`config.mk`:
```
export PLATFORM = sky130hd
export DESIGN_NAME = display_value_formatter
export DESIGN_NICKNAME = d
export VERILOG_FILES = /design/src/rtl/display_pkg.sv /design/src/rtl/display_bcd_step.sv /design/src/rtl/display_value_formatter.sv
export SDC_FILE = /design/constraint.sdc
export NUM_CORES = 1
export LEC_CHECK = 0
export CAP_MARGIN = 40
export CELL_PAD_IN_SITES_DETAIL_PLACEMENT = 2
export CELL_PAD_IN_SITES_GLOBAL_PLACEMENT = 2
export CORE_AREA = 2 2 39 41
export CTS_CLUSTER_DIAMETER = 50
export CTS_CLUSTER_SIZE = 28
export DETAILED_ROUTE_END_ITERATION = 10
export DIE_AREA = 0 0 41 43
export DONT_BUFFER_PORTS = 1
export PLACE_DENSITY = 0.66
export SYNTH_ARGS = -nofsm -noshare
export SYNTH_HDL_FRONTEND = slang
export SYNTH_SLANG_ARGS = --single-unit
```
`constraint.sdc`:
```
create_clock -name i_clk -period 1.1 [get_ports i_clk]
set_input_delay 0.33 -clock i_clk [delete_from_list [all_inputs] [get_ports i_clk]]
set_output_delay 0.33 -clock i_clk [all_outputs]
set_load 0.05 [all_outputs]
```
`src/rtl/display_pkg.sv`:
```
// Shared constants for the two-digit display formatter and its BCD step.
package display_pkg;
    typedef enum logic {
        IDLE    = 1'b0,
        CONVERT = 1'b1
    } state_t;

    localparam int DISPLAY_DIGITS       = 2;
    localparam int BCD_WIDTH            = 12;
    localparam int BCD_ITERATIONS       = 8;
    localparam int BCD_ADJUST_THRESHOLD = 5;
    localparam int BCD_ADJUST_ADD       = 3;
    localparam int SR_WIDTH             = BCD_WIDTH + 8;
endpackage

```
`src/rtl/display_bcd_step.sv`:
```
// One double-dabble iteration: +3 on each BCD nibble >= 5, then shift left by one.
module display_bcd_step
    import display_pkg::*;
(
    input  logic [SR_WIDTH-1:0] sr_in,
    output logic [SR_WIDTH-1:0] sr_out
);
    logic [SR_WIDTH-1:0] adj;

    always_comb begin
        adj = sr_in;
        for (int d = 0; d < BCD_WIDTH / 4; d++) begin
            if (adj[8 + 4*d +: 4] >= 4'(BCD_ADJUST_THRESHOLD))
                adj[8 + 4*d +: 4] = adj[8 + 4*d +: 4] + 4'(BCD_ADJUST_ADD);
        end
        sr_out = {adj[SR_WIDTH-2:0], 1'b0};
    end
endmodule

```
`src/rtl/display_value_formatter.sv`:
```
// Formats an 8-bit value as hex or two BCD digits for the seven-segment driver.
// Decimal mode exists only when DISPLAY_FMT_DECIMAL_EN is defined.
module display_value_formatter
    import display_pkg::*;
#(
    parameter logic [7:0] RESET_DATA = 8'h00
) (
    input  logic       i_clk,
    input  logic       i_resetn,
    input  logic [7:0] i_value,
    input  logic       i_decimal,
    input  logic       i_valid,
    output logic       o_ready,
    output logic [7:0] o_data,
    output logic       o_overflow,
    output logic       o_busy
);
`ifdef DISPLAY_FMT_DECIMAL_EN
    state_t              state;
    logic [SR_WIDTH-1:0] sr;
    logic [SR_WIDTH-1:0] sr_next;
    logic [2:0]          cnt;

    display_bcd_step u_step (
        .sr_in  (sr),
        .sr_out (sr_next)
    );

    always_ff @(posedge i_clk) begin
        if (!i_resetn) begin
            state      <= IDLE;
            sr         <= '0;
            cnt        <= '0;
            o_data     <= RESET_DATA;
            o_overflow <= 1'b0;
        end else begin
            case (state)
                IDLE: begin
                    if (i_valid) begin
                        if (i_decimal) begin
                            sr    <= {{BCD_WIDTH{1'b0}}, i_value};
                            cnt   <= '0;
                            state <= CONVERT;
                        end else begin
                            o_data     <= i_value;
                            o_overflow <= 1'b0;
                        end
                    end
                end
                CONVERT: begin
                    sr  <= sr_next;
                    cnt <= cnt + 3'd1;
                    // Result is taken from the 8th shifted value, so it lands on the same edge.
                    if (cnt == 3'(BCD_ITERATIONS - 1)) begin
                        o_data     <= sr_next[15:8];
                        o_overflow <= |sr_next[19:16];
                        state      <= IDLE;
                    end
                end
                default: state <= IDLE;
            endcase
        end
    end

    assign o_ready = (state == IDLE);
`else
    logic unused_decimal;
    assign unused_decimal = i_decimal;

    always_ff @(posedge i_clk) begin
        if (!i_resetn)
            o_data <= RESET_DATA;
        else if (i_valid)
            o_data <= i_value;
    end

    assign o_ready    = 1'b1;
    assign o_overflow = 1'b0;
`endif
    assign o_busy = ~o_ready;
endmodule
```
==> impl_metrics.sql, run 1 <==
INSERT INTO impl_metrics (metric_group, metric, value, unit) VALUES
('run_status', 'run_status', 'complete, no violations', ''),
('place', 'post-dp-hpwl', '607.3', 'microns'),
('synth', 'synth.area.top_cells', 'sky130_fd_sc_hd__dfxtp_1 (48%), sky130_fd_sc_hd__mux2i_1 (24%), sky130_fd_sc_hd__nor2b_1 (15%)', ''),
('synth', 'synth_enable_flop_cells', '0', ''),
('floorplanning', 'core_area', '1384', 'sq um'),
('floorplanning', 'die_width', '41', 'microns'),
('synth', 'synth_seq_cells', '8', ''),
('clocking', 'cts-htree-levels', '1', ''),
('floorplanning', 'count_of_pins_on_the_block_boundary', '23', ''),
('sta', 'fin_worst_skew', '0', 'ps'),
('cells_and_area', 'final_util', '0.3391', ''),
('synth', 'synth-seq-area-share', '0.4830', ''),
('power', 'pwr-share-comb', '0.233', ''),
('worst_setup_path', 'timing.reg2reg.worst_path_depth', '3', ''),
('worst_setup_path', 'worst_path_largest_cell_delay', '350', 'ps'),
('cells_and_area', 'registers.top_by_ff_count', 'o_data', ''),
('power', 'relative_contribution_of_the_clock_network_to_total_power', '0.320', ''),
('power', 'switching_share', '0.3053', ''),
('synth', 'ys.warnings.count', '0', ''),
('global_route', 'largest_net_degree_at_the_start_of_global_routing', '9', ''),
('sta', 'finalCriticalPeriod', '1076', 'ps'),
('global_route', 'grt-ovfl-total', '0', ''),
('cells_and_area', 'fillCellCount', '150', ''),
('route', 'detail-route-antenna-nets', '0', ''),
('worst_setup_path', 'critical-path-slowest-cell', 'sky130_fd_sc_hd__dfxtp_2', ''),
('sta', 'rsz_0062_raised_after_global_routing', 'true', ''),
('floorplanning', 'placementRows', '14', ''),
('route', 'route.final.wire_length', '832', 'microns'),
('floorplanning', 'fp.dieArea', '1763', 'sq um'),
('cells_and_area', 'seq_area', '170.2', 'sq um'),
('clocking', 'clk_root_buffer_cell', 'sky130_fd_sc_hd__clkbuf_4', ''),
('worst_setup_path', 'crit_start', 'o_data[3]', ''),
('cells_and_area', 'multi_input_logic_area', '141.4', 'sq um'),
('sta', 'setup_total_negative_slack', '0', 'ps'),
('cells_and_area', 'num-nets-final', '52', ''),
('global_route', 'grt_util_all_layers', '0.1117', ''),
('global_route', 'antenna_found_initial', '0', ''),
('clocking', 'cts.hold.buffers_added', '0', ''),
('power', 'internal_power', '0.0005014', 'W'),
('route', 'detail_route.drc_violations', '0', ''),
('power', 'report.power.total', '0.0007217', 'W'),
('sta', 'slew_viol_final', '0', ''),
('power', 'pwr-share-seq', '0.447', ''),
('place', 'gp_congestion', '0.5554', ''),
('synth', 'ys.flop_type', 'sky130_fd_sc_hd__dfxtp_1', ''),
('route', 'firstDrtPassIters', '2', ''),
('power', 'worst_ir_drop_vdd', '508.1', 'uV'),
('synth', 'avgSynthCellArea', '11.05', 'sq um'),
('worst_setup_path', 'critical_path_buf_inv_count', '1', ''),
('worst_setup_path', 'setup.worst_path.class', 'reg2out', ''),
('cells_and_area', 'antenna-diode-count', '0', ''),
('synth', 'synth.cells.most_frequent', 'sky130_fd_sc_hd__dfxtp_1 (8), sky130_fd_sc_hd__mux2i_1 (8), sky130_fd_sc_hd__nor2b_1 (8)', ''),
('clocking', 'clkSinkCount', '8', ''),
('cells_and_area', 'largest_registers_in_the_final_layout', 'o_data (8)', ''),
('place', 'port_buffers', '0', ''),
('cells_and_area', 'area_growth_syn_to_layout', '41.51', '%'),
('synth', 'yosys.area.top_type', 'sky130_fd_sc_hd__dfxtp_1', ''),
('worst_setup_path', 'regToRegSetupSlack', '300', 'ps'),
('power', 'net-switching-power', '0.0002203', 'W'),
('hold_path', 'min_delay_worst_endpoint', 'o_data[1]', ''),
('worst_setup_path', 'required', '770', 'ps'),
('global_route', 'grt_first_pass_wirelength', '1186', 'microns'),
('clocking', 'cts_buffers', '3', ''),
('worst_setup_path', 'setup.worst_path.end_class', 'output pin', ''),
('worst_setup_path', 'crit_chain', 'buf_12', ''),
('floorplanning', 'initial_core_utilization', '0.2396', ''),
('worst_setup_path', 'crit_path_start_kind', 'register', ''),
('synth', 'syn_area', '331.6', 'sq um'),
('sta', 'timing.fmax', '0.9290', 'GHz'),
('global_route', 'first_global_vias', '251', ''),
('floorplanning', 'die_height', '43', 'microns');
per-stage QoR:
| step | setup WS, ps | instances | cell area [sq um] | hold slack (ps) |
|---|---|---|---|---|
| floorplan | 167.8 | 31 | 335.3 | 458.2 |
| global placement | 266.3 | 51 | 406.6 | 459.5 |
| detailed placement | 255.8 | 51 | 406.6 | 465.9 |
| CTS | 3.282 | 54 | 456.7 | 187.9 |
| global route | -16.48 | 54 | 469.2 | 198.8 |
| finish | 23.61 | 54 | 469.2 | 201.7 |
layout by cell type, fill, tap and decap left out, drive strengths merged:
master / synthesis / routed
mux2i: 8 / 8
nor2b: 8 / 8
dfxtp: 8 / 8
buf: 4 / 8
conb: 2 / 3
clkbuf: 0 / 3
logic make-up (layout without fill, tap and decap cells):
logic type / count (synthesis) / count (layout) / share of synthesized area
mux: 8 / 8 / 0.2415
simple gates: 8 / 8 / 0.1509
other cells: 2 / 3 / 0.02265
buf+inv: 4 / 11 / 0.1019
flops: 8 / 8 / 0.4830
final cells by class:
| class | instances | share of cell area |
|---|---|---|
| repair buffers | 8 | 0.2453 |
| flip-flops and latches | 8 | 0.3627 |
| clock buffers | 3 | 0.04800 |
| well taps | 16 | 0.04267 |
| multi-input cells | 19 | 0.3013 |
power by group through the flow:
stage	logic, W	registers (W)	clock network, W
2_1_floorplan	0.0000681	0.000382	0
3_5_place_dp	0.000158	0.000322	0
3_3_place_gp	0.000154	0.000321	0
4_1_cts	0.000166	0.000320	0.000248
5_1_grt	0.000175	0.000324	0.000270
6_report	0.000168	0.000323	0.000231
repair_timing:
item | CTS | global route
pin swaps | 0 | 0
gates resized for setup | 10 | 6
setup endpoints to repair | 8 | 8
hold endpoints to repair | 0 | 0
setup buffers | 0 | 0
routing by layer:
metal	track usage	part of all wire	vias to the layer above	wire, microns
met2	0.1656	0.58	10	483
met5	0	0	-	0
met3	0.05759	0.079	0	66
met4	0.1000	0	0	0
li1	-	-	106	-
met1	0.1036	0.34	110	282
worst max-delay path by stage:
stage / end / cells past startpoint
2_1_floorplan: o_data[0] / 0
3_3_place_gp: o_data[3] / 1
3_5_place_dp: o_data[3] / 1
4_1_cts: o_data[3] / 1
5_1_grt: o_data[3] / 1
6_report: o_data[3] / 1
(Power assumes the default switching activity.)
==> inputs of run 2 (changes only) <==
==> constraint.sdc (replaced) <==
create_clock -name i_clk -period 1.1 [get_ports i_clk]
set_input_delay 0.33 -clock i_clk [delete_from_list [all_inputs] [get_ports i_clk]]
set_output_delay 0.33 -clock i_clk [all_outputs]
set_load 0.01 [all_outputs]
==> run 2 against run 1 <==
Fmax is 10% higher. Final cell count is 15% lower. Clock power is 6% lower. Combinational power is 78% lower. Hold slack better by 3.0 ps. Total power is 19% lower. Largest cell class unchanged.
==> impl_metrics.sql, run 2 (synthesized netlist as in run 1, its figures left out) <==
INSERT INTO impl_metrics (metric_group, metric, value, unit) VALUES
('run_status', 'run_status', 'complete, no violations', ''),
('worst_setup_path', 'regToRegSetupSlack', '430', 'ps'),
('worst_setup_path', 'crit_path_start_kind', 'register', ''),
('hold_path', 'min-delay-path-class', 'in2reg', ''),
('place', 'placedInstanceArea', '321.6', 'sq um'),
('route', 'firstDrtPassIters', '2', ''),
('worst_setup_path', 'required', '770', 'ps'),
('worst_setup_path', 'crit_path_max_fanout', '2', ''),
('clocking', 'cts_buffers', '3', ''),
('power', 'worst_ir_drop_vdd', '489.1', 'uV'),
('worst_setup_path', 'setup.worst_path.class', 'reg2out', ''),
('route', 'routed_wire_length_per_instance', '14.59', 'microns'),
('sta', 'final.setup.worst_slack', '122.3', 'ps'),
('clocking', 'clock_latency', '240', 'ps'),
('sta', 'timing.fmax', '1.023', 'GHz'),
('cells_and_area', 'layout-drive-gt1-share', '0.1000', ''),
('cells_and_area', 'registers.top_by_ff_count', 'o_data', ''),
('cells_and_area', 'most-common-layout-cells', 'sky130_fd_sc_hd__mux2i_1 (8), sky130_fd_sc_hd__nor2b_1 (8), sky130_fd_sc_hd__dfxtp_1 (8)', ''),
('floorplanning', 'core_area', '1384', 'sq um'),
('cells_and_area', 'largest_reg_flops', '8', ''),
('worst_setup_path', 'crit_start', 'o_data[5]', ''),
('route', 'drt_iter0_drc', '1', ''),
('sta', 'timing_hold_violations_final', '0', ''),
('sta', 'period_share', '0.8888', ''),
('global_route', 'antenna_found_initial', '0', ''),
('floorplanning', 'die_height', '43', 'microns'),
('cells_and_area', 'largest_registers_in_the_final_layout', 'o_data (8)', ''),
('cells_and_area', 'post_route_insts_no_fill', '46', ''),
('sta', 'finalCriticalPeriod', '977.7', 'ps'),
('worst_setup_path', 'worst_r2r_startpoint', 'o_data[5]', ''),
('worst_setup_path', 'setup.worst_path.end_class', 'output pin', ''),
('global_route', 'largest_net_degree_at_the_start_of_global_routing', '9', ''),
('clocking', 'cts-htree-levels', '1', ''),
('clocking', 'clkTransAtPathRegs', '60', 'ps'),
('cells_and_area', 'multi_input_logic_area', '141.4', 'sq um'),
('worst_setup_path', 'timing.reg2reg.worst_path_depth', '2', ''),
('clocking', 'cts.hold.buffers_added', '0', ''),
('floorplanning', 'count_of_pins_on_the_block_boundary', '23', ''),
('clocking', 'clkSinkCount', '8', ''),
('sta', 'slew_viol_final', '0', ''),
('floorplanning', 'fp.dieArea', '1763', 'sq um'),
('sta', 'report.final.setup_viol', '0', ''),
('global_route', 'first_global_vias', '218', ''),
('clocking', 'clk_root_buffer_cell', 'sky130_fd_sc_hd__clkbuf_4', ''),
('place', 'post-dp-hpwl', '500.4', 'microns'),
('global_route', 'grt_util_all_layers', '0.09328', ''),
('place', 'port_buffers', '0', ''),
('clocking', 'tritoncts', 'yes', ''),
('floorplanning', 'placementRows', '14', ''),
('clocking', 'cts-root-to-sink-buffers', '2', ''),
('cells_and_area', 'seq_area', '160.2', 'sq um'),
('route', 'route.final.wire_length', '671', 'microns'),
('cells_and_area', 'area_growth_syn_to_layout', '3.774', '%'),
('cells_and_area', 'num-nets-final', '44', ''),
('cells_and_area', 'post-route-cell-area', '344.1', 'sq um'),
('clocking', 'post_cts_resized', '0', ''),
('floorplanning', 'die_width', '41', 'microns'),
('cells_and_area', 'antenna-diode-count', '0', ''),
('route', 'detail_route.drc_violations', '0', ''),
('sta', 'fin_worst_skew', '0', 'ps'),
('place', 'gp_congestion', '0.5608', ''),
('hold_path', 'worst_hold_path.num_cells', '1', ''),
('sta', 'whs', '204.6', 'ps'),
('hold_path', 'hold_start', 'i_resetn', ''),
('route', 'detail-route-antenna-nets', '0', ''),
('cells_and_area', 'fillCellCount', '162', ''),
('worst_setup_path', 'worst-endpoint-arrival', '650', 'ps'),
('power', 'total_leakage_power', '0.1507', 'nW'),
('place', 'placed_cells', '43', ''),
('floorplanning', 'initial_core_utilization', '0.2396', ''),
('worst_setup_path', 'critical_path.reg2reg.endpoint', 'o_data[5]', ''),
('power', 'power.density_cell_area', '1690', 'nW/um^2'),
('place', 'pre_cts_slack', '394.5', 'ps'),
('route', 'post_drt_via_cell_ratio', '4.196', ''),
('hold_path', 'min_delay_worst_endpoint', 'o_data[1]', ''),
('global_route', 'grt_first_pass_wirelength', '966', 'microns'),
('route', 'route.vias.total', '193', ''),
('run', 'cap_viol_max_count', '0', ''),
('sta', 'setup_total_negative_slack', '0', 'ps'),
('global_route', 'grt-ovfl-total', '0', ''),
('clocking', 'setup_repair_bufs_after_cts', '0', ''),
('sta', 'rsz_0062_raised_after_global_routing', 'false', '');
-- run 2: worst max path at each step --
stage / endpoint / slack (ps) / depth (start not counted)
after floorplan: o_data[0] / 310 / 3
after global placement: o_data[2] / 410 / 0
after detailed placement: o_data[5] / 390 / 0
after CTS: o_data[5] / 110 / 0
after global routing: o_data[5] / 90 / 0
final: o_data[5] / 120 / 0
-- run 2: where the power goes --
group | switching (W) | internal [W]
clock network | 0.0000937 | 0.000124
registers | 0.0000191 | 0.000308
logic | 0.0000143 | 0.0000222
-- run 2: area by class of cell --
type,count,share of cell area
Clock buffer,3,0.06545
Multi-Input combinational cell,19,0.4109
Sequential cell,8,0.4655
Tap cell,16,0.05818
-- run 2: through the flow --
stage / util / power [W]
after detailed placement: 0.2324 / 0.0003701
after floorplan: - / 0.0003799
after global placement: 0.2324 / 0.0003671
after global routing: 0.2486 / 0.0006272
after CTS: 0.2486 / 0.0005957
final: 0.2486 / 0.0005816
-- run 2: layer usage --
metal	share of wire	GRT usage
met5	0	0
met4	0	0.08000
met3	0.11	0.06806
met2	0.49	0.1250
met1	0.40	0.08974
